**config.mk**
```make
export PLATFORM = sky130hd
export DESIGN_NAME = vga_cfg_scheduler_flat
export DESIGN_NICKNAME = d
export VERILOG_FILES = /design/src/rtl/vga_cfg_scheduler_if.sv /design/src/rtl/vga_cfg_scheduler.sv /design/src/flat_wrapper.sv
export SDC_FILE = /design/constraint.sdc
export NUM_CORES = 1
export LEC_CHECK = 0
export BUFFER_PORTS_ARGS = -buffer_cell sky130_fd_sc_hd__buf_2
export CAP_MARGIN = 40
export CORE_UTILIZATION = 54
export CTS_CLUSTER_DIAMETER = 120
export CTS_CLUSTER_SIZE = 14
export DETAILED_ROUTE_END_ITERATION = 16
export PLACE_DENSITY = 0.77
export SYNTH_ARGS = -nofsm -noshare
export SYNTH_HDL_FRONTEND = slang
export SYNTH_SLANG_ARGS = --single-unit
export TNS_END_PERCENT = 100
```
**constraint.sdc**
```tcl
create_clock -name wb_clk_i -period 10.3 [get_ports wb_clk_i]
set_input_delay 1.03 -clock wb_clk_i [delete_from_list [all_inputs] [get_ports wb_clk_i]]
set_output_delay 1.03 -clock wb_clk_i [all_outputs]
set_load 0.03 [all_outputs]
```
**src/rtl/vga_cfg_scheduler_if.sv**
```systemverilog
// rtl/vga_cfg_scheduler_if.sv - configuration write bus between the host side and the VGA config scheduler
//
// Signals:
//   cfg_wr_i    single-cycle write strobe from the requester
//   cfg_addr_i  shadow register index
//   cfg_data_i  write data
//   cfg_ack_o   write accepted on this edge (combinational)
//   cfg_busy_o  scheduler is committing; requester must retry
// Modports: master = requester, slave = scheduler.

interface vga_cfg_scheduler_if #(
    parameter int NUM_REGS = 8,
    parameter int DW       = 16
);
    localparam int AW = $clog2(NUM_REGS);

    logic          cfg_wr_i;
    logic [AW-1:0] cfg_addr_i;
    logic [DW-1:0] cfg_data_i;
    logic          cfg_ack_o;
    logic          cfg_busy_o;

    modport master (
        output cfg_wr_i,
        output cfg_addr_i,
        output cfg_data_i,
        input  cfg_ack_o,
        input  cfg_busy_o
    );

    modport slave (
        input  cfg_wr_i,
        input  cfg_addr_i,
        input  cfg_data_i,
        output cfg_ack_o,
        output cfg_busy_o
    );
endinterface

```
**src/rtl/vga_cfg_scheduler.sv**
```systemverilog
// rtl/vga_cfg_scheduler.sv - frame-synchronous shadow-to-active configuration commit for the VGA core
//
// Host writes land in a shadow bank; at the falling edge of vga_v_active_i any
// pending changes are copied into the active bank, one register per cycle, so
// the VGA core never sees a register change mid-frame.
//
// Ports:
//   wb_clk_i, wb_rst_i      clock, asynchronous active-high reset
//   cfg                     configuration write bus (vga_cfg_scheduler_if.slave)
//   vga_v_active_i/h_active active-video flags from the VGA core
//   collision_bits_i        per-pixel collision flags
//   active_regs_o           flattened active bank, reg k at [k*DW +: DW]
//   commit_o                one-cycle pulse when a commit completes
//   frame_cnt_o             count of frame ends (wraps)
//   collision_latched_o     collisions OR-accumulated over the previous frame
//   irq_o / irq_clr_i       collision interrupt level and its clear
//
// Build option: VGA_SCHED_COLLISION_EN builds the collision accumulator and
// interrupt; without it collision_latched_o and irq_o are tied to zero.

module vga_cfg_scheduler #(
    parameter int NUM_REGS = 8,
    parameter int DW       = 16
) (
    input  logic                   wb_clk_i,
    input  logic                   wb_rst_i,
    vga_cfg_scheduler_if.slave     cfg,
    input  logic                   vga_v_active_i,
    input  logic                   vga_h_active_i,
    input  logic [11:0]            collision_bits_i,
    output logic [NUM_REGS*DW-1:0] active_regs_o,
    output logic                   commit_o,
    output logic [15:0]            frame_cnt_o,
    output logic [11:0]            collision_latched_o,
    output logic                   irq_o,
    input  logic                   irq_clr_i
);
    localparam int AW = $clog2(NUM_REGS);
    localparam logic [AW-1:0] IDX_LAST = AW'(NUM_REGS - 1);

    localparam logic [1:0] ST_IDLE   = 2'd0;
    localparam logic [1:0] ST_COMMIT = 2'd1;
    localparam logic [1:0] ST_DONE   = 2'd2;

    logic [1:0]    state;
    logic [AW-1:0] idx;
    logic          dirty;
    logic          v_active_q;
    logic          commit_q;
    logic [15:0]   frame_cnt_q;
    logic [DW-1:0] shadow [NUM_REGS];
    logic [DW-1:0] active [NUM_REGS];

    logic busy;
    logic ack;
    logic frame_end;

    assign busy      = (state == ST_COMMIT);
    assign ack       = cfg.cfg_wr_i & ~busy;
    assign frame_end = v_active_q & ~vga_v_active_i;

    assign cfg.cfg_busy_o = busy;
    assign cfg.cfg_ack_o  = ack;
    assign commit_o       = commit_q;
    assign frame_cnt_o    = frame_cnt_q;

    for (genvar k = 0; k < NUM_REGS; k++) begin : g_flat
        assign active_regs_o[k*DW +: DW] = active[k];
    end

    // Shadow bank: writes are never accepted while the commit walks the bank,
    // so the copy always sees a stable snapshot.
    always_ff @(posedge wb_clk_i or posedge wb_rst_i) begin
        if (wb_rst_i) begin
            for (int k = 0; k < NUM_REGS; k++) begin
                shadow[k] <= '0;
            end
        end else if (ack) begin
            shadow[cfg.cfg_addr_i] <= cfg.cfg_data_i;
        end
    end

    always_ff @(posedge wb_clk_i or posedge wb_rst_i) begin
        if (wb_rst_i) begin
            state       <= ST_IDLE;
            idx         <= '0;
            dirty       <= 1'b0;
            v_active_q  <= 1'b0;
            commit_q    <= 1'b0;
            frame_cnt_q <= 16'd0;
            for (int k = 0; k < NUM_REGS; k++) begin
                active[k] <= '0;
            end
        end else begin
            v_active_q <= vga_v_active_i;
            commit_q   <= 1'b0;
            if (frame_end) begin
                frame_cnt_q <= frame_cnt_q + 16'd1;
            end
            if (ack) begin
                dirty <= 1'b1;
            end
            case (state)
                ST_IDLE: begin
                    // A write accepted on the detect edge is already in the
                    // shadow before the first copy, so clearing dirty here
                    // loses nothing.
                    if (frame_end && dirty) begin
                        state <= ST_COMMIT;
                        idx   <= '0;
                        dirty <= 1'b0;
                    end
                end
                ST_COMMIT: begin
                    active[idx] <= shadow[idx];
                    idx         <= idx + 1'b1;
                    if (idx == IDX_LAST) begin
                        state <= ST_DONE;
                    end
                end
                ST_DONE: begin
                    commit_q <= 1'b1;
                    state    <= ST_IDLE;
                end
                default: begin
                    state <= ST_IDLE;
                end
            endcase
        end
    end

`ifdef VGA_SCHED_COLLISION_EN
    logic [11:0] acc;
    logic [11:0] latched_q;
    logic        irq_q;

    always_ff @(posedge wb_clk_i or posedge wb_rst_i) begin
        if (wb_rst_i) begin
            acc       <= 12'd0;
            latched_q <= 12'd0;
            irq_q     <= 1'b0;
        end else begin
            if (frame_end) begin
                latched_q <= acc;
                acc       <= 12'd0;
            end else if (vga_v_active_i && vga_h_active_i) begin
                acc <= acc | collision_bits_i;
            end
            // A new collision report outranks a simultaneous clear.
            if (frame_end && (acc != 12'd0)) begin
                irq_q <= 1'b1;
            end else if (irq_clr_i) begin
                irq_q <= 1'b0;
            end
        end
    end

    assign collision_latched_o = latched_q;
    assign irq_o               = irq_q;
`else
    wire unused_collision = ^{collision_bits_i, vga_h_active_i, irq_clr_i};

    assign collision_latched_o = 12'd0;
    assign irq_o               = 1'b0;
`endif

endmodule

```
**src/flat_wrapper.sv**
```systemverilog
// flat-port wrapper written by rule: the top's interface ports become plain ports
module vga_cfg_scheduler_flat 
#(
    parameter int NUM_REGS = 8,
    parameter int DW       = 16
)
  (wb_clk_i, wb_rst_i, vga_v_active_i, vga_h_active_i, collision_bits_i, active_regs_o, commit_o, frame_cnt_o, collision_latched_o, irq_o, irq_clr_i, cfg_cfg_wr_i, cfg_cfg_addr_i, cfg_cfg_data_i, cfg_cfg_ack_o, cfg_cfg_busy_o);
  vga_cfg_scheduler_if #(.NUM_REGS(NUM_REGS), .DW(DW)) cfg_i ();
  input  logic wb_clk_i;
  input  logic wb_rst_i;
  input  logic vga_v_active_i;
  input  logic vga_h_active_i;
  input  logic [11:0] collision_bits_i;
  output logic [NUM_REGS*DW-1:0] active_regs_o;
  output logic commit_o;
  output logic [15:0] frame_cnt_o;
  output logic [11:0] collision_latched_o;
  output logic irq_o;
  input  logic irq_clr_i;
  input wire logic [$bits(cfg_i.cfg_wr_i)-1:0] cfg_cfg_wr_i;
  input wire logic [$bits(cfg_i.cfg_addr_i)-1:0] cfg_cfg_addr_i;
  input wire logic [$bits(cfg_i.cfg_data_i)-1:0] cfg_cfg_data_i;
  output wire logic [$bits(cfg_i.cfg_ack_o)-1:0] cfg_cfg_ack_o;
  output wire logic [$bits(cfg_i.cfg_busy_o)-1:0] cfg_cfg_busy_o;
  assign cfg_i.cfg_wr_i = cfg_cfg_wr_i;
  assign cfg_i.cfg_addr_i = cfg_cfg_addr_i;
  assign cfg_i.cfg_data_i = cfg_cfg_data_i;
  assign cfg_cfg_ack_o = cfg_i.cfg_ack_o;
  assign cfg_cfg_busy_o = cfg_i.cfg_busy_o;
  vga_cfg_scheduler #(.NUM_REGS(NUM_REGS), .DW(DW)) u_core (.wb_clk_i(wb_clk_i), .wb_rst_i(wb_rst_i), .cfg(cfg_i), .vga_v_active_i(vga_v_active_i), .vga_h_active_i(vga_h_active_i), .collision_bits_i(collision_bits_i), .active_regs_o(active_regs_o), .commit_o(commit_o), .frame_cnt_o(frame_cnt_o), .collision_latched_o(collision_latched_o), .irq_o(irq_o), .irq_clr_i(irq_clr_i));
endmodule
```
==> flow_metrics.tcl, run 1 <==
set metrics [dict create \
    status "complete, no violations" \
    async_flop_share_pct 100.0 \
    combPwrFrac_pct 46.3 \
    wl_met3_um 1731 \
    cts_sinks 280 \
    yosysTopAreaCellShare_pct 60.11 \
    critical_path_required_ns 10.64 \
    syn_area_um2 11660 \
    route.met2.wl_um 13210 \
    drc_errors 0 \
    power_density_nw_per_um2 374.3 \
    top_layer "met5" \
    endpoint_kind "flip-flop" \
    antenna_found_initial 3 \
    post-route-period-util_pct 29.63 \
    cts-root-buf "clkbuf_16" \
    cp-start-kind "flip-flop" \
    ff2ff_path_depth 5 \
    core-area_um2 21090 \
    area_growth_pct 15.85 \
    fillers 1595 \
    die_x_um 148.9 \
    die-area_um2 22180 \
    viasPerCell 5.653 \
    arrival_ns 3.39 \
    clkTransAtPathRegs_ns 0.07 \
    worst-setup-path-type "flip-flop to flip-flop" \
    tns_ns 0 \
    instances_no_fill 1388 \
    drv_cap 0 \
    seq_power_share_pct 38.6 \
    drt_wl_total_um 27270 \
    period_minus_slack_ns 3.052 \
    ir_worst_vdd_mv 0.1365 \
    vias 7847 \
    p_sw_uw 2201 \
    postCtsHoldBufs 0 \
    postCtsSetupRepairBufs 0 \
    worstPathMaxFanout 46 \
    initial_core_util_pct 55.27 \
    drt-initial-drc-count 394 \
    cts_tree "built" \
    final-max-slew-violation-count 0 \
    dp.cells 1361 \
    fin_skew_ns 0.008018 \
    tightest_slew_ns 1.010 \
    synth-seq-cells 280 \
    yosysTopAreaCell "dfrtp_1" \
    cts_resized 0 \
    dp_hpwl_um 18310 \
    avgSynthCellArea_um2 12.39 \
    drt_first_pass_iters 5 \
    io_pins 197 \
    drive_gt1_share_pct 33.21 \
    gp_congestion 0.7595 \
    cts_made_buffers 23 \
    synth_edf_count 0 \
    leakagePower_uw 0.006433 \
    portBuffers 169 \
    cts_buffer_depth 3 \
    wire_per_inst_um 19.65 \
    p_clk_share_pct 15.1 \
    p_int_uw 2853 \
    nets 1151 \
    groute.usage.overall_pct 25.08 \
    grt_first_pass_wirelength_um 43150 \
    yosysUniqueCellTypes 41 \
    setup_viol 0 \
    synth_flop_cell "dfrtp_1" \
    syn_inst 941 \
    rsz0062_at_grt "no" \
    ctsHtreeMaxLevel 1 \
    ys_warn_count 0 \
    ys_seq_area_share_pct 60.11 \
    m1WireLength_um 11500 \
    timing.slew.headroom_pct 32.42 \
    ys_top_cells_by_area "dfrtp_1 60%, mux2_2 9.5%, mux2i_1 5.5%" \
    fp.dieH_um 148.9 \
    ant_nets 0 \
    hold_class "primary input to async pin" \
    clk_latency_ns 0.51 \
    rows 53 \
    grt-ovfl-total 0 \
    grt_max_degree 116 \
    switching_share_pct 43.54 \
    hold_viol 0 \
    max_freq_ghz 0.3277 \
    grt_pass1_vias 7685 \
]
## synthesized netlist by cell type (all sizes together), types with 7 or more instances
| master | instances |
|---|---|
| a21oi | 98 |
| buf | 47 |
| clkbuf | 22 |
| dfrtp | 280 |
| mux2 | 128 |
| mux2i | 64 |
| nand2 | 43 |
| nand2b | 9 |
| nand3 | 7 |
| nor2 | 119 |
| nor3 | 7 |
| o21ai | 33 |
| o22ai | 32 |
| xnor2 | 13 |
## state kept, by name (all words and copies together), names as in the netlist
name	flops
u_core.dirty	1
u_core.shadow	128
u_core.v_active_q	1
u_core.active_regs_o	128
u_core.frame_cnt_o	16
u_core.commit_o	1
u_core.idx	3
u_core.state	2
## area by class of cell
cell class              instances  area [um^2]  area share (%)
inverters                       3        18.77          0.1390
clock inverters                 1        8.758         0.06486
multi-input cells             601         4312           31.93
flip-flops and latches        280         7010           51.91
diodes                          2        5.005         0.03706
repair buffers                202         1226           9.080
well taps                     275        344.1           2.548
clock buffers                  24        579.3           4.290
## kinds of logic (layout without fill, tap and decap cells)
family / Yosys count / count (layout) / share of synthesized area [%]
flops: 280 / 280 / 60.11
mux: 192 / 192 / 18.83
other cells: 1 / 15 / 0.03217
fa+ha+maj: 3 / 3 / 0.3221
compound gates: 166 / 166 / 7.557
buf+inv: 72 / 230 / 3.585
xor+xnor: 15 / 15 / 1.127
simple gates: 212 / 212 / 8.437
## path summary, 6_finish.rpt
check | startpoint | endpoint | slack, ns
min in group wb_clk_i | u_core.active_regs_o[1] | u_core.active_regs_o[1] | 0.47
hold reg to reg | u_core.active_regs_o[1] | u_core.active_regs_o[1] | 0.47
max in group asynchronous | wb_rst_i | u_core.shadow[41] | 8.80
hold / removal | wb_rst_i | u_core.active_regs_o[101] | 0.43
setup reg to reg | u_core.idx[0] | u_core.active_regs_o[46] | 7.25
setup / recovery | u_core.idx[0] | u_core.active_regs_o[46] | 7.25
## power groups by stage
stage               clock network, uW  logic, uW  registers, uW
floorplan                           0       1110           2360
global placement                    0       2180           1920
global route                      819       2500           2010
finish                            764       2340           1950
detailed placement                  0       2330           1960
CTS                               774       2340           1940
## placed cells by master (no fill, tap or decap), types with 6 or more instances in the layout
master and n:
mux2i_1 64, buf_2 169, mux2_2 98, buf_8 6, mux2_4 30, nor2_1 117, nand3_1 7, nand2_1 43
conb_1 13, a21oi_1 98, clkbuf_16 23, o21ai_0 33, o22ai_1 32, nand2b_1 8, xnor2_1 13, buf_4 21
dfrtp_1 279
## layer usage
metal  vias up  GRT usage, %
met5         -             0
met1      3928         34.61
met4         2         8.316
li1       3576             -
met2       287         40.84
met3        54         3.761
## critical path, cell delays in order (launching register included)
cell	delay (ns)
dfrtp_4	0.71
buf_4	0.71
mux2i_1	0.28
o22ai_1	0.10
nor2_1	0.81
o21ai_0	0.24
## metrics by stage
stage               util [%]  setup WS [ns]  power, uW  hold slack, ns  area, um^2
floorplan                  -          1.548       3470          0.4651       11700
global placement       59.81          6.578       4102          0.4560       12610
detailed placement     61.23          7.369       4291          0.4645       12910
CTS                    64.01          7.343       5061          0.4273       13500
global route           64.01          7.147       5330          0.4285       13500
finish                 64.04          7.248       5054          0.4322       13500
Power figures use the tool's default switching activity.
==> run 2, diff against run 1 <==
clock period = 2.9 ns   (was 10.3 ns; I/O delays follow)
==> run 2 against run 1 <==
Non-clock buffer count is 22 higher. Sequential cell count stayed put. Wire length is 0.34% higher. Hold slack worse by 0.36 ns. Die area stayed put. First-iteration DRC count is 25% lower. Clock-buffer cell count stayed put. Clock power grew to 3.6 times the previous value. Largest power group unchanged.
==> flow_metrics.tcl, run 2 (same netlist as run 1, synthesis figures left out) <==
set metrics [dict create \
    die-area_um2 22180 \
    cp-start-kind "flip-flop" \
    fin_skew_ns 0.02458 \
    cts_sinks 280 \
    critical_path_required_ns 3.34 \
    gp_congestion 0.7683 \
    path_cells "nand3b_1 -> nor2_2 -> buf_6 -> nor2_1 -> a21oi_1" \
    drt_first_pass_iters 5 \
    mostFrequentLayoutCell "dfrtp_1" \
    drv_cap 0 \
    io_pins 197 \
    setup_ws_ns 0.6577 \
    crit_path_top_delay_cell "dfrtp_4" \
    rsz0062_at_grt "no" \
    slowest_delay_ns 0.77 \
    cts_buffer_depth 3 \
    clkTransAtPathRegs_ns 0.07 \
    rrSetupSlack_ns 0.66 \
    drive_gt1_share_pct 34.33 \
    area_growth_pct 17.21 \
    status "complete, no violations" \
    mostFrequentLayoutCells "279 x dfrtp_1, 169 x buf_2, 117 x nor2_1" \
    power_density_nw_per_um2 1326 \
    ctsHtreeMaxLevel 1 \
    timing.slew.headroom_pct 47.02 \
    arrival_ns 2.69 \
    die_x_um 148.9 \
    hold_class "primary input to flip-flop" \
    dp_hpwl_um 17980 \
    rr_startpoint "u_core.idx[0]" \
    core-area_um2 21090 \
    seq_area_um2 7010 \
    place_area_um2 13040 \
    period_minus_slack_ns 2.242 \
    drt-initial-drc-count 296 \
    cts_tree "built" \
    setup_viol 0 \
    grt_pass1_vias 7877 \
    nets 1173 \
    ant_nets 0 \
    worstPathMaxFanout 43 \
    final-max-slew-violation-count 0 \
    dp_slack_ns 0.6727 \
    leakagePower_uw 0.006528 \
    cts-root-buf "clkbuf_16" \
    grt-ovfl-total 0 \
    grt_max_degree 60 \
    max_freq_ghz 0.4460 \
    post-route-period-util_pct 77.32 \
    antenna_found_initial 2 \
    portBuffers 169 \
    r2r-end "u_core.active_regs_o[107]" \
    tightest_slew_ns 0.7947 \
    groute.usage.overall_pct 25.22 \
    fin_area_um2 13660 \
    fp.dieH_um 148.9 \
    hold_viol 0 \
    rows 53 \
    fillers 1647 \
    initial_core_util_pct 55.27 \
    grt_first_pass_wirelength_um 43280 \
    critical_path.top_delay_family "simple AND/OR/NAND/NOR gates" \
    holdPathStages 3 \
    wire_per_inst_um 19.43 \
    path_buf_inv 1 \
    antenna_cells 0 \
    vias 7939 \
    viasPerCell 5.638 \
    worst-setup-path-type "flip-flop to flip-flop" \
    hold_path_startpoint "cfg_cfg_wr_i" \
    drt_wl_total_um 27360 \
    hold_end "u_core.dirty" \
    multiInputGateArea_um2 4305 \
    endpoint_kind "flip-flop" \
    postLayoutCoreUtil_pct 64.79 \
    ir_worst_vdd_mv 0.5978 \
    drc_errors 0 \
    cts_resized 0 \
    cts_made_buffers 23 \
    clk_latency_ns 0.53 \
    total_power_uw 18110 \
    ff2ff_path_depth 5 \
]
==> run 2: cell count changes in the layout (fill, tap and decap cells not counted), sizes merged <==
cell and delta:
diode -2, clkinvlp +1, buf +20, dlygate4sd3 +2
inv -1
==> run 2: power by group <==
group,leakage [uW],switching (uW),total [uW],internal [uW]
sequential,0.00341,1200,6950,5760
combinational,0.00282,5310,8420,3110
clock,0.000294,1320,2740,1420
==> run 2: metal layers <==
metal | global-route usage (%) | part of all wire (%) | wire length (um)
met5 | 0 | 0.099 | 27
met4 | 7.143 | 2.5 | 692
met3 | 3.914 | 5.4 | 1466
met2 | 42.02 | 49 | 13400
met1 | 34.32 | 43 | 11770
==> run 2: worst max path at each step <==
stage,start,endpoint,slack (ns),depth (start not counted)
2_1_floorplan,wb_rst_i,u_core.active_regs_o[0],-1.10,1
3_3_place_gp,u_core.idx[0],u_core.active_regs_o[100],0.62,3
3_5_place_dp,u_core.idx[0],u_core.active_regs_o[98],0.67,5
4_1_cts,u_core.idx[0],u_core.active_regs_o[107],0.67,5
5_1_grt,u_core.idx[0],u_core.active_regs_o[107],0.50,5
6_report,u_core.idx[0],u_core.active_regs_o[107],0.66,5
==> run 2: metrics by stage <==
stage               TNS, ns  std cells  hold WS [ns]
global placement          0       1378        0.4560
floorplan           -307.25        953        0.3214
CTS                       0       1408       0.05778
finish                    0       1408       0.07025
detailed placement        0       1381        0.1954
global route              0       1408       0.07973
==> run 2: cell type report <==
cell class | count | share of cell area, %
tap | 275 | 2.519
multi-input combinational | 601 | 31.51
timing repair buffer | 224 | 10.16
clock inverter | 1 | 0.1465
inverter | 3 | 0.1099
sequential | 280 | 51.31
clock buffer | 24 | 4.240
==> run 2: repair_timing <==
action | CTS | global route
hold endpoints to repair | 54 | 0
buffers inserted | 0 | 0
hold buffers | 2 | 0
==> run 2: tightest hold or removal path: cells and delay by family <==
kind                   cells  cell delay (ns)
buffers and inverters      1             0.13
and+or+nand+nor            2             0.13
